## config.mk

```make
export PLATFORM = sky130hd
export DESIGN_NAME = column_scheduler_flat
export DESIGN_NICKNAME = d
export VERILOG_FILES = /design/src/rtl/column_scheduler_if.sv /design/src/rtl/column_scheduler.sv /design/src/flat_wrapper.sv
export SDC_FILE = /design/constraint.sdc
export NUM_CORES = 1
export LEC_CHECK = 0
export CORE_ASPECT_RATIO = 1.4
export CORE_MARGIN = 5
export CORE_UTILIZATION = 50
export CTS_CLUSTER_DIAMETER = 100
export DETAILED_ROUTE_END_ITERATION = 10
export HOLD_SLACK_MARGIN = 0.06
export PLACE_DENSITY = 0.8
export RECOVER_POWER = 50
export SETUP_SLACK_MARGIN = 0.1
export SYNTH_ARGS = -nofsm -noshare
export SYNTH_HDL_FRONTEND = slang
export SYNTH_SLANG_ARGS = --single-unit
```

## constraint.sdc

```tcl
create_clock -name clock -period 10.3 [get_ports clock]
set_clock_uncertainty 0.15 [all_clocks]
set_input_delay 2.06 -clock clock [delete_from_list [all_inputs] [get_ports clock]]
set_output_delay 2.06 -clock clock [all_outputs]
set_load 0.005 [all_outputs]
```

## src/rtl/column_scheduler_if.sv

```systemverilog
// Signal bundle between the game controls and the column scheduler.
// master = control/stimulus side, slave = column_scheduler.
interface column_scheduler_if #(
    parameter int NUM_COLS = 3,
    parameter int SCORE_W  = 8
);
    // start, correct and game_over are single-cycle pulses sampled on the rising clock
    // edge; every output is driven from registers and changes only after that edge.
    logic                start;
    logic [NUM_COLS-1:0] correct;
    logic [NUM_COLS-1:0] game_over;
    logic [NUM_COLS-1:0] col_reset;
    logic [NUM_COLS-1:0] col_active;
    logic [SCORE_W-1:0]  score;
    logic [2:0]          level;
    logic                playing;
    logic                over;
    logic [1:0]          state_dbg;

    modport master (
        output start, correct, game_over,
        input  col_reset, col_active, score, level, playing, over, state_dbg
    );

    modport slave (
        input  start, correct, game_over,
        output col_reset, col_active, score, level, playing, over, state_dbg
    );
endinterface

```

## src/rtl/column_scheduler.sv

```systemverilog
// Releases the letter columns on a fixed stagger, respawns them on correct answers and
// keeps the saturating score/level. Define HIGH_SCORE_EN to add the sticky high_score output.
module column_scheduler #(
    parameter int NUM_COLS    = 3,
    parameter int SPAWN_GAP   = 4096,
    parameter int SCORE_W     = 8,
    parameter int LEVEL_SHIFT = 4
) (
    input  logic               clock,
    input  logic               reset_n,
    column_scheduler_if.slave  bus
`ifdef HIGH_SCORE_EN
    ,
    output logic [SCORE_W-1:0] high_score
`endif
);

    localparam int CNT_W = $clog2(SPAWN_GAP + 1);
    localparam int IDX_W = $clog2(NUM_COLS + 1);
    localparam int SUM_W = SCORE_W + IDX_W;
    localparam logic [SCORE_W-1:0] SCORE_MAX = '1;

    typedef enum logic [1:0] {
        ST_IDLE = 2'd0,
        ST_RUN  = 2'd1,
        ST_OVER = 2'd2
    } state_t;

    state_t              state;
    state_t              state_next;
    logic [CNT_W-1:0]    spawn_cnt;
    logic [IDX_W-1:0]    next_idx;
    logic [NUM_COLS-1:0] released;
    logic [NUM_COLS-1:0] respawn;
    logic [SCORE_W-1:0]  score;
    logic [2:0]          level;

    logic [NUM_COLS-1:0] active;
    logic [NUM_COLS-1:0] valid_go;
    logic [NUM_COLS-1:0] valid_cor;
    logic                launch;
    logic                end_game;
    logic                spawn_pending;
    logic                spawn_fire;
    logic [NUM_COLS-1:0] spawn_onehot;
    logic [IDX_W-1:0]    pop;
    logic [SUM_W-1:0]    sum;
    logic [SCORE_W-1:0]  score_next;
    logic [SCORE_W-1:0]  shifted;
    logic [2:0]          level_next;
    logic [NUM_COLS-1:0] col_reset_w;

    // A column counts as active only when released and not inside its respawn pulse.
    always_comb begin
        active    = (state == ST_RUN) ? (released & ~respawn) : '0;
        valid_go  = bus.game_over & active;
        valid_cor = (|valid_go) ? '0 : (bus.correct & active);
        launch    = (state != ST_RUN) && bus.start;
        end_game  = (state == ST_RUN) && (|valid_go);
    end

    always_ff @(posedge clock or negedge reset_n) begin
        if (!reset_n) begin
            state <= ST_IDLE;
        end else begin
            state <= state_next;
        end
    end

    always_comb begin
        state_next = state;
        case (state)
            ST_IDLE: if (bus.start)   state_next = ST_RUN;
            ST_RUN:  if (|valid_go)   state_next = ST_OVER;
            ST_OVER: if (bus.start)   state_next = ST_RUN;
            default:                  state_next = ST_IDLE;
        endcase
    end

    always_comb begin
        spawn_pending = next_idx < IDX_W'(NUM_COLS);
        spawn_fire    = spawn_pending && (spawn_cnt == CNT_W'(SPAWN_GAP - 1));
        spawn_onehot  = NUM_COLS'(1) << next_idx;
    end

    // Saturating score update and the level derived from the new score.
    always_comb begin
        pop = '0;
        for (int i = 0; i < NUM_COLS; i++) begin
            pop = pop + IDX_W'(valid_cor[i]);
        end
        sum = SUM_W'(score) + SUM_W'(pop);
        if (sum > SUM_W'(SCORE_MAX)) begin
            score_next = SCORE_MAX;
        end else begin
            score_next = sum[SCORE_W-1:0];
        end
        shifted = score_next >> LEVEL_SHIFT;
        if (shifted > SCORE_W'(7)) begin
            level_next = 3'd7;
        end else begin
            level_next = shifted[2:0];
        end
    end

    always_ff @(posedge clock or negedge reset_n) begin
        if (!reset_n) begin
            spawn_cnt <= '0;
            next_idx  <= '0;
            released  <= '0;
            respawn   <= '0;
            score     <= '0;
            level     <= '0;
        end else if (launch) begin
            // Column 0 goes live on the cycle after start; the stagger restarts from here.
            spawn_cnt <= '0;
            next_idx  <= IDX_W'(1);
            released  <= NUM_COLS'(1);
            respawn   <= '0;
            score     <= '0;
            level     <= '0;
        end else if (end_game) begin
            respawn   <= '0;
        end else if (state == ST_RUN) begin
            respawn   <= valid_cor;
            score     <= score_next;
            level     <= level_next;
            if (spawn_fire) begin
                released  <= released | spawn_onehot;
                next_idx  <= next_idx + IDX_W'(1);
                spawn_cnt <= '0;
            end else if (spawn_pending) begin
                spawn_cnt <= spawn_cnt + CNT_W'(1);
            end
        end
    end

`ifdef HIGH_SCORE_EN
    always_ff @(posedge clock or negedge reset_n) begin
        if (!reset_n) begin
            high_score <= '0;
        end else if (end_game && (score > high_score)) begin
            high_score <= score;
        end
    end
`endif

    always_comb begin
        col_reset_w    = (state == ST_RUN) ? (~released | respawn) : '1;
        bus.col_reset  = col_reset_w;
        bus.col_active = (state == ST_RUN) ? ~col_reset_w : '0;
        bus.score      = score;
        bus.level      = level;
        bus.playing    = (state == ST_RUN);
        bus.over       = (state == ST_OVER);
        bus.state_dbg  = state;
    end

endmodule

```

## src/flat_wrapper.sv

```systemverilog
// flat-port wrapper written by rule: the top's interface ports become plain ports
module column_scheduler_flat 
#(
    parameter int NUM_COLS    = 3,
    parameter int SPAWN_GAP   = 4096,
    parameter int SCORE_W     = 8,
    parameter int LEVEL_SHIFT = 4
)
  (clock, reset_n, bus_start, bus_correct, bus_game_over, bus_col_reset, bus_col_active, bus_score, bus_level, bus_playing, bus_over, bus_state_dbg);
  column_scheduler_if #(.NUM_COLS(NUM_COLS), .SCORE_W(SCORE_W)) bus_i ();
  input  logic clock;
  input  logic reset_n;
  input wire logic [$bits(bus_i.start)-1:0] bus_start;
  input wire logic [$bits(bus_i.correct)-1:0] bus_correct;
  input wire logic [$bits(bus_i.game_over)-1:0] bus_game_over;
  output wire logic [$bits(bus_i.col_reset)-1:0] bus_col_reset;
  output wire logic [$bits(bus_i.col_active)-1:0] bus_col_active;
  output wire logic [$bits(bus_i.score)-1:0] bus_score;
  output wire logic [$bits(bus_i.level)-1:0] bus_level;
  output wire logic [$bits(bus_i.playing)-1:0] bus_playing;
  output wire logic [$bits(bus_i.over)-1:0] bus_over;
  output wire logic [$bits(bus_i.state_dbg)-1:0] bus_state_dbg;
  assign bus_i.start = bus_start;
  assign bus_i.correct = bus_correct;
  assign bus_i.game_over = bus_game_over;
  assign bus_col_reset = bus_i.col_reset;
  assign bus_col_active = bus_i.col_active;
  assign bus_score = bus_i.score;
  assign bus_level = bus_i.level;
  assign bus_playing = bus_i.playing;
  assign bus_over = bus_i.over;
  assign bus_state_dbg = bus_i.state_dbg;
  column_scheduler #(.NUM_COLS(NUM_COLS), .SPAWN_GAP(SPAWN_GAP), .SCORE_W(SCORE_W), .LEVEL_SHIFT(LEVEL_SHIFT)) u_core (.clock(clock), .reset_n(reset_n), .bus(bus_i));
endmodule
```

# == Yosys cells after proc, flatten, opt, wreduce, memory -nomap -nowiden ==
# Cells that the tools add are included.
# word_totals
in_bits,9
wordCells,76
ff_bits,34
out_inout_bits,21
# classes
n_shift,1
n_eq_ne,7
bitwise,8
reduce_logical,14
mux,31
add_sub_neg,5
magnitude_cmp,3
# op_table
cell,count
$mux 13,5
$mux 3,15
$mux 8,4
$add 13x1->13 const B,1
$eq 13x12->1 const B,1
$mux 2,6
$gt 10x8->1 const B,1
$add 8x2->9,1
$and 3x3->3,3
$not 3->3,3
$ne 2x1->1 const B,4
$or 3x3->3,2
$reduce_and 3->1,2
$reduce_bool 3->1,2
$gt 4x3->1 const B,1
$pmux 2 s2,1
$reduce_and 2->1,2
$reduce_bool 2->1,2
$logic_and 1x1->1,3
$reduce_or 3->1,1
$shl 1x2->3 const A,1
$add 1x1->2,1
$add 2x1->2,1
$add 2x1->2 const B,1
other kinds (5),5

# == Logic depth before layout (Yosys ltp) ==
# Gate-level depths: netlist of the first run.
# logic_depth
word_depth,16
depth_mapped,13
mapped_depth_nobuf,13

# == Least setup slack after synthesis of the first run ==
# Ideal clock, no wire load.
# synth_timing
path_kind,input -> register
start,in bus_game_over[1]
end,"reg u_core.level[2], in the netlist u_core.bus.level[2]"
path_buffers,0
slack_ns,5.588
required_ns,10.007
path_stages,11
setup_ns,0.143
arrival_time_ns,4.419
path_cell_list,a22o_1 -> a21oi_1 -> and3_1 -> fa_1 -> ha_1 -> inv_1 -> fa_1 -> and4b_1 -> and2_1 -> mux2i_1 -> a22oi_1
# synth_between
elab_chain_len,13
elab_cells_between_ends,16
classes_between,add/sub (3); order compare (2); eq/ne (1); mux (6); bitwise (1); reduce/logical (3)
# synth_rtl
item,line_no,source
from (decl),flat_wrapper.sv:15,input wire logic [$bits(bus_i.game_over)-1:0] bus_game_over;
$and 3x3->3 *,column_scheduler.sv:56,valid_go = bus.game_over & active;
$reduce_or 3->1 *,"column_scheduler.sv:57, column_scheduler.sv:59",
$mux 3,column_scheduler.sv:57,valid_cor = (|valid_go) ? '0 : (bus.correct & active);
$add 1x1->2,column_scheduler.sv:90,pop = pop + IDX_W'(valid_cor[i]);
$add 2x1->2,column_scheduler.sv:90,
$add 8x2->9,column_scheduler.sv:92,sum = SUM_W'(score) + SUM_W'(pop);
$gt 10x8->1,column_scheduler.sv:93,if (sum > SUM_W'(SCORE_MAX)) begin
$mux 8,column_scheduler.sv:93,
$gt 4x3->1,column_scheduler.sv:99,if (shifted > SCORE_W'(7)) begin
$mux 3,column_scheduler.sv:99,
$mux 3,column_scheduler.sv:124,end else if (state == ST_RUN) begin
$mux 3,column_scheduler.sv:122,end else if (end_game) begin
$mux 3,column_scheduler.sv:114,end else if (launch) begin
to (signal assigned),column_scheduler.sv:127,level <= level_next;
to (decl),column_scheduler.sv:36,logic [2:0] level;
# Mark *: on every way between the ends. The rest lies on a longest branch, timed or not. The select of a mux whose other input is x is not followed.
# A chain may end at the register's enable or synchronous reset.

# == Worst setup path in the final report of the first run ==
# Ends and elaborated chain as after synthesis.

==> summary.log, run 1 <==
qor: run_status.outcome complete, but fails checks
qor: run_status.violations max-capacitance violations, max-slew violations
qor: sta.final_hold_viol_count 0
qor: placement.detailed_place.area 2320 um^2
qor: grt.first_global_vias 1746
qor: power.seq_power_share 0.369
qor: setup_path.worst_path_dominant_cell_family adder cells
qor: layout.final_net_count 257
qor: cts.clock-sinks 34
qor: sta.slew_viol_final 35
qor: cts.ctsResizeCount 0
qor: cts.cts.clk_slew.worst_paths 0.07 ns
qor: cts.worstSkewPairLatency 0.28 ns
qor: sta.rsz0062_at_grt false
qor: setup_path.crit_path_max_delay_cell_type dlygate4sd3_1
qor: drt.average_wire_length_per_cell_after_detail_routing 16.6 um
qor: drt.met2_wirelength 2290 um
qor: cts.htree_num_levels 2
qor: drt.remaining_drc_errors 0
qor: synth.yosys_cell_types 48
qor: setup_path.worst-setup-path-type primary input to flop
qor: layout.fill_cell_total_of_the_finished_layout 335
qor: drt.first_pass_iters 5
qor: die.start_util 0.514
qor: sta.min_period 5.24 ns
qor: synth.yosys_warnings 0
qor: grt.initial_antenna_violation_count 0
qor: flow_run.cap_viol_max_count 1
qor: drt.route.vias.total 1718
qor: cts.clockRootBuffer clkbuf_8
qor: layout.layout.cells.most_common_list dfrtp_1, clkdlybuf4s50_1, a21oi_1, nand2_1
qor: cts.post_cts.repair.setup_buffers 0
qor: setup_path.critical-path-max-stage-delay 0.56 ns
qor: drt.wire_length_on_met3 241 um
qor: die.dieArea 5380 um^2
qor: grt.globalRouteTotalUtil 0.184
qor: grt.grt_start_max_net_pins 35
qor: cts.postCtsHoldBufs 0
qor: synth.synth_async_sr_flop_share 1.00
qor: layout.post_route_cells_drive_above_1_share 0.0750
qor: layout.final_cell_area 2400 um^2
qor: grt.grt-ovfl-total 0
qor: setup_path.critical-path-top-cell-by-count fa_1
qor: sta.setup_viol_count_final 0
qor: power.share_comb_of_total_power 0.413
qor: die.fp-row-count 27
qor: drt.highest-signal-layer met4
qor: synth.syn_area 2000 um^2
qor: setup_path.worst_path_buf_inv 2
qor: cts.cts_inserted_buffers 5
qor: synth.synth.net_count 225
qor: placement.finalWeightedCongestion 0.907
qor: cts.cts-root-to-sink-buffers 2
qor: drt.drtIter0Drc 71
qor: grt.grt_pass1_wl 8060 um
qor: setup_path.crit_required 10.29 ns
qor: setup_path.rrSetupSlack 6.56 ns
qor: power.p_int 0.285 mW
qor: setup_path.critical_path_arrival 5.23 ns
qor: power.netSwitchingPower 0.180 mW
qor: die.die_h 84.8 um
qor: sta.finalSetupTns 0 ns
qor: synth.most_used_dff_post_synth dfrtp_1
qor: die.floorplan.core_area 3880 um^2
qor: power.power.share.clock 0.218
qor: sta.fmax 191 MHz
qor: layout.area_growth 20.4%
qor: power.leakage 1.07 nW
qor: synth.synthesis.instances 207
qor: power.max-vdd-ir-drop 0.171 mV
qor: die.num_io_pins 30
qor: placement.place.detailed.hpwl 3410 um
qor: synth.yosysSeqAreaShare 0.426
qor: layout.layout_commonest_cell dfrtp_1
qor: sta.worst_slew_pin_slew 1.80 ns
qor: placement.placement.io_buffers 29
qor: drt.wl_met1 2080 um
qor: setup_path.worstSetupStartpointType primary input
qor: setup_path.cp_cell_sequence dlygate4sd3_1 > a22o_1 > a21oi_1 > and3_1 > fa_1 > ha_1 > inv_1 > fa_1 > and4b_1 > and2_1 > mux2i_1 > a22oi_1
qor: cts.tritoncts_clock_tree built
qor: synth.synthesis.area_per_instance 9.65 um^2
qor: setup_path.crit_path_end_kind flop
qor: setup_path.worst-path-max-fanout 7
qor: layout.antenna_cells_inserted 0
qor: sta.min_period_over_period 0.508
qor: power.netSwitchingFraction 0.387
qor: drt.routed_via_density 6.07
qor: sta.slew_headroom -0.198
qor: drt.postRouteAntennaNets 0
qor: die.chipWidth 63.4 um
qor: synth.synth_seq_cells 34
qor: drt.postRouteWirelength 4700 um
qor: hold_path.timing.hold.worst.class flop to flop
qor: synth.synth_enable_flop_cells 0
qor: power.pwr_density_cell 193 nW/um^2
## cell usage after synthesis, drive strengths merged, types with 5 or more instances
| cell | instances | area share |
|---|---|---|
| dfrtp | 34 | 0.43 |
| a21oi | 19 | 0.048 |
| nand2 | 19 | 0.036 |
| nor2 | 14 | 0.029 |
| inv | 13 | 0.024 |
| nand3 | 11 | 0.028 |
| nor3 | 9 | 0.023 |
| o21ai | 9 | 0.023 |
| and3 | 7 | 0.022 |
| ha | 7 | 0.044 |
| mux2i | 6 | 0.030 |
| a21o | 5 | 0.019 |
## power by group through the flow
stage               Clock [mW]  Combinational (mW)  Sequential [mW]
floorplan                    0               0.120            0.171
CTS                      0.103               0.197            0.172
global placement             0               0.192            0.174
detailed placement           0               0.196            0.174
finish                   0.102               0.192            0.172
global route             0.109               0.211            0.175
## final timing paths
kind / from / to / cells after the start
worst max-delay path: bus_game_over[1] / u_core.bus.level[2]$_DFFE_PN0P_ / 12
worst min-delay path: u_core.respawn[1]$_DFFE_PN0P_ / u_core.respawn[1]$_DFFE_PN0P_ / 1
worst max register to register: u_core.bus.state_dbg[1]$_DFFE_PN0P_ / u_core.bus.level[2]$_DFFE_PN0P_ / 12
worst min register to register: u_core.respawn[1]$_DFFE_PN0P_ / u_core.respawn[1]$_DFFE_PN0P_ / 1
max in group asynchronous: reset_n / u_core.spawn_cnt[4]$_DFFE_PN0P_ / 2
min in group asynchronous: reset_n / u_core.released[0]$_DFFE_PN0P_ / 2
## worst register-to-register path, stage by stage, from the launching register on
cell and delay, ns:
dfrtp_1 0.43, and4bb_2 0.40, a22o_1 0.29, a21oi_1 0.15
and3_1 0.27, fa_1 0.51, ha_1 0.17, inv_1 0.05
fa_1 0.39, and4b_1 0.32, and2_1 0.20, mux2i_1 0.19
a22oi_1 0.08
## flip-flops by register name (all words and copies together) (netlist names)
name	cells
u_core.bus.score	8
u_core.released	3
u_core.respawn	3
u_core.bus.state_dbg	2
u_core.bus.level	3
u_core.next_idx	2
u_core.spawn_cnt	13
## cells by family after synthesis
group	Yosys count	synth area share
compound gates	57	0.208
xor+xnor	2	0.00877
fa+ha+maj	9	0.0639
buf+inv	18	0.0376
flops	34	0.426
mux	6	0.0301
simple gates	81	0.226
## cell type report
cell class	count	area, um^2	area share
multi-input combinational	155	1070	0.443
sequential	34	851	0.354
timing repair buffer	30	294	0.122
clock buffer	7	86.3	0.0359
tap	43	53.8	0.0224
inverter	13	48.8	0.0203
clock inverter	1	5.00	0.00208
## metrics by stage
step	std cells	util	setup WS [ns]	hold WS [ns]	power [mW]
floorplan	207	-	5.59	0.279	0.291
global placement	275	0.598	4.91	0.303	0.365
detailed placement	275	0.598	4.82	0.310	0.369
CTS	283	0.621	5.13	0.325	0.472
global route	283	0.619	4.89	0.346	0.494
finish	283	0.619	5.06	0.323	0.465
## per-layer routing
layer / track usage / up-vias
met4: 0.0851 / 0
met2: 0.297 / 44
met3: 0.0388 / 9
li1: - / 823
met1: 0.233 / 842
met5: 0 / -
Note: power is estimated with default switching activity, not from simulation.
==> inputs of run 2 (changes only) <==
Settings changed: CORE_UTILIZATION 50 to 48.
Clock period 10.3 ns to 4.7 ns, I/O delays scaled along.
==> run 2 against run 1 <==
The run still ends with max-capacitance violations, max-slew violations left. Register-to-register slack got worse by 5.6 ns. Sequential share of layout area is 0.11 points higher. Sequential power rose by 120%. Final area is 0.31% lower. Critical endpoint is now u_core.bus.score[6]$_DFFE_PN0P_. Largest power group unchanged. Highest routed layer unchanged.
==> summary.log, run 2 (synthesis results as in run 1) <==
qor: setup_path.worstSetupStartpointType primary input
qor: drt.route.vias.total 1697
qor: grt.globalRouteTotalUtil 0.184
qor: grt.initial_antenna_violation_count 0
qor: layout.max_flop_register u_core.spawn_cnt
qor: layout.layout_commonest_cell dfrtp_1
qor: setup_path.worst-setup-path-type primary input to flop
qor: die.fp-row-count 27
qor: setup_path.worst-path-max-fanout 7
qor: layout.largest_register_ffs 13
qor: setup_path.worstReg2RegStart u_core.bus.state_dbg[1]$_DFFE_PN0P_
qor: die.dieArea 5570 um^2
qor: power.total_power_consumption_of_the_routed_design 1.01 mW
qor: drt.postRouteWirelength 4520 um
qor: sta.fmax 241 MHz
qor: drt.postRouteAntennaNets 0
qor: drt.drtIter0Drc 77
qor: power.leakage 1.07 nW
qor: cts.worstSkewPairLatency 0.28 ns
qor: cts.ctsResizeCount 0
qor: sta.final_hold_viol_count 0
qor: cts.htree_num_levels 2
qor: setup_path.crit_path_end_kind flop
qor: grt.grt_start_max_net_pins 35
qor: sta.setup_viol_count_final 0
qor: setup_path.r2r_end u_core.bus.level[2]$_DFFE_PN0P_
qor: layout.final_net_count 258
qor: setup_path.critical_path.startpoint bus_game_over[2]
qor: placement.place.detailed.hpwl 3360 um
qor: placement.finalWeightedCongestion 0.859
qor: drt.remaining_drc_errors 0
qor: flow_run.cap_viol_max_count 1
qor: hold_path.timing.hold.worst.class flop to flop
qor: grt.grt-ovfl-total 0
qor: cts.cts-root-to-sink-buffers 2
qor: sta.worst_slew_pin_slew 1.86 ns
qor: placement.placement.io_buffers 29
qor: drt.average_wire_length_per_cell_after_detail_routing 15.9 um
qor: run_status.violations max-capacitance violations, max-slew violations
qor: cts.cts_inserted_buffers 5
qor: setup_path.timing.critical_path.to u_core.bus.score[6]$_DFFE_PN0P_
qor: layout.antenna_cells_inserted 0
qor: run_status.outcome complete, but fails checks
qor: cts.postCtsHoldBufs 0
qor: layout.layout.cells.most_common_list dfrtp_1, clkdlybuf4s50_1, a21oi_1, nand2_1
qor: cts.clockRootBuffer clkbuf_8
qor: cts.cts.clk_slew.worst_paths 0.07 ns
qor: layout.area_growth 20.1%
qor: sta.min_period_over_period 0.881
qor: sta.finalSetupTns 0 ns
qor: cts.post_cts.repair.setup_buffers 0
qor: drt.first_pass_iters 4
qor: layout.largestRegisters u_core.spawn_cnt x13, u_core.bus.score x8
qor: setup_path.reg2regPathDepth 11
qor: power.max-vdd-ir-drop 0.290 mV
qor: setup_path.crit_required 4.74 ns
qor: layout.post_route_cells_drive_above_1_share 0.0747
qor: sta.slew_viol_final 35
qor: die.num_io_pins 30
qor: setup_path.rrSetupSlack 0.95 ns
qor: sta.rsz0062_at_grt false
qor: power.pwr_density_cell 422 nW/um^2
qor: cts.clock-sinks 34
qor: grt.grt_pass1_wl 8110 um
qor: layout.fill_cell_total_of_the_finished_layout 348
qor: sta.slew_headroom -0.243
qor: layout.multi_input_comb_area 1050 um^2
qor: die.die_h 86.3 um
qor: die.start_util 0.501
qor: cts.tritoncts_clock_tree built
qor: layout.sequential_cell_area 851 um^2
qor: die.floorplan.core_area 3990 um^2
qor: drt.routed_via_density 5.98
qor: sta.min_period 4.14 ns
qor: die.chipWidth 64.5 um
qor: setup_path.critical_path_arrival 4.19 ns
qor: grt.first_global_vias 1825
run 2: per-stage QoR:
stage,hold slack (ns),setup WS [ns],area [um^2],cells,util
after global routing,0.336,0.386,2400,284,0.601
after CTS,0.314,0.621,2420,284,0.607
after detailed placement,0.298,0.334,2330,276,0.584
final,0.309,0.558,2400,284,0.601
after global placement,0.299,0.421,2330,276,0.584
after floorplan,0.279,1.11,2000,207,-
run 2: final cells by class:
type	instances	area share
well taps	43	0.0224
inverters	13	0.0204
multi-input cells	155	0.438
repair buffers	31	0.126
clock inverters	1	0.00209
clock buffers	7	0.0360
flip-flops and latches	34	0.355
run 2: layer usage:
metal / track usage / up-vias / part of all wire
met5: 0 / - / 0
li1: - / 826 / -
met1: 0.200 / 828 / 0.42
met3: 0.0467 / 10 / 0.027
met2: 0.337 / 33 / 0.53
met4: 0.0750 / 0 / 0.022
run 2: critical path: stages:
cell and delay (ns):
dlygate4sd3_1 0.55, a22o_1 0.26, a21oi_1 0.42, and3_1 0.29
fa_1 0.43, ha_1 0.23, inv_1 0.07, fa_1 0.20
and4b_1 0.24, and2_1 0.20, and4b_1 0.19, nor3_1 0.15
run 2: worst min-delay path by stage:
stage | endpoint | startpoint | cells after the start | slack [ns]
2_1_floorplan | u_core.released[0]$_DFFE_PN0P_ | u_core.released[0]$_DFFE_PN0P_ | 1 | 0.28
5_1_grt | u_core.released[0]$_DFFE_PN0P_ | u_core.released[0]$_DFFE_PN0P_ | 1 | 0.34
3_3_place_gp | u_core.released[0]$_DFFE_PN0P_ | u_core.released[0]$_DFFE_PN0P_ | 1 | 0.30
3_5_place_dp | u_core.released[0]$_DFFE_PN0P_ | u_core.released[0]$_DFFE_PN0P_ | 1 | 0.30
6_report | u_core.released[0]$_DFFE_PN0P_ | u_core.released[0]$_DFFE_PN0P_ | 1 | 0.31
4_1_cts | u_core.released[0]$_DFFE_PN0P_ | u_core.released[0]$_DFFE_PN0P_ | 1 | 0.31
run 2: power by group:
part           internal (mW)  total [mW]  switching [mW]
registers              0.334       0.375          0.0415
logic                  0.171       0.416           0.245
clock network          0.118       0.221           0.103
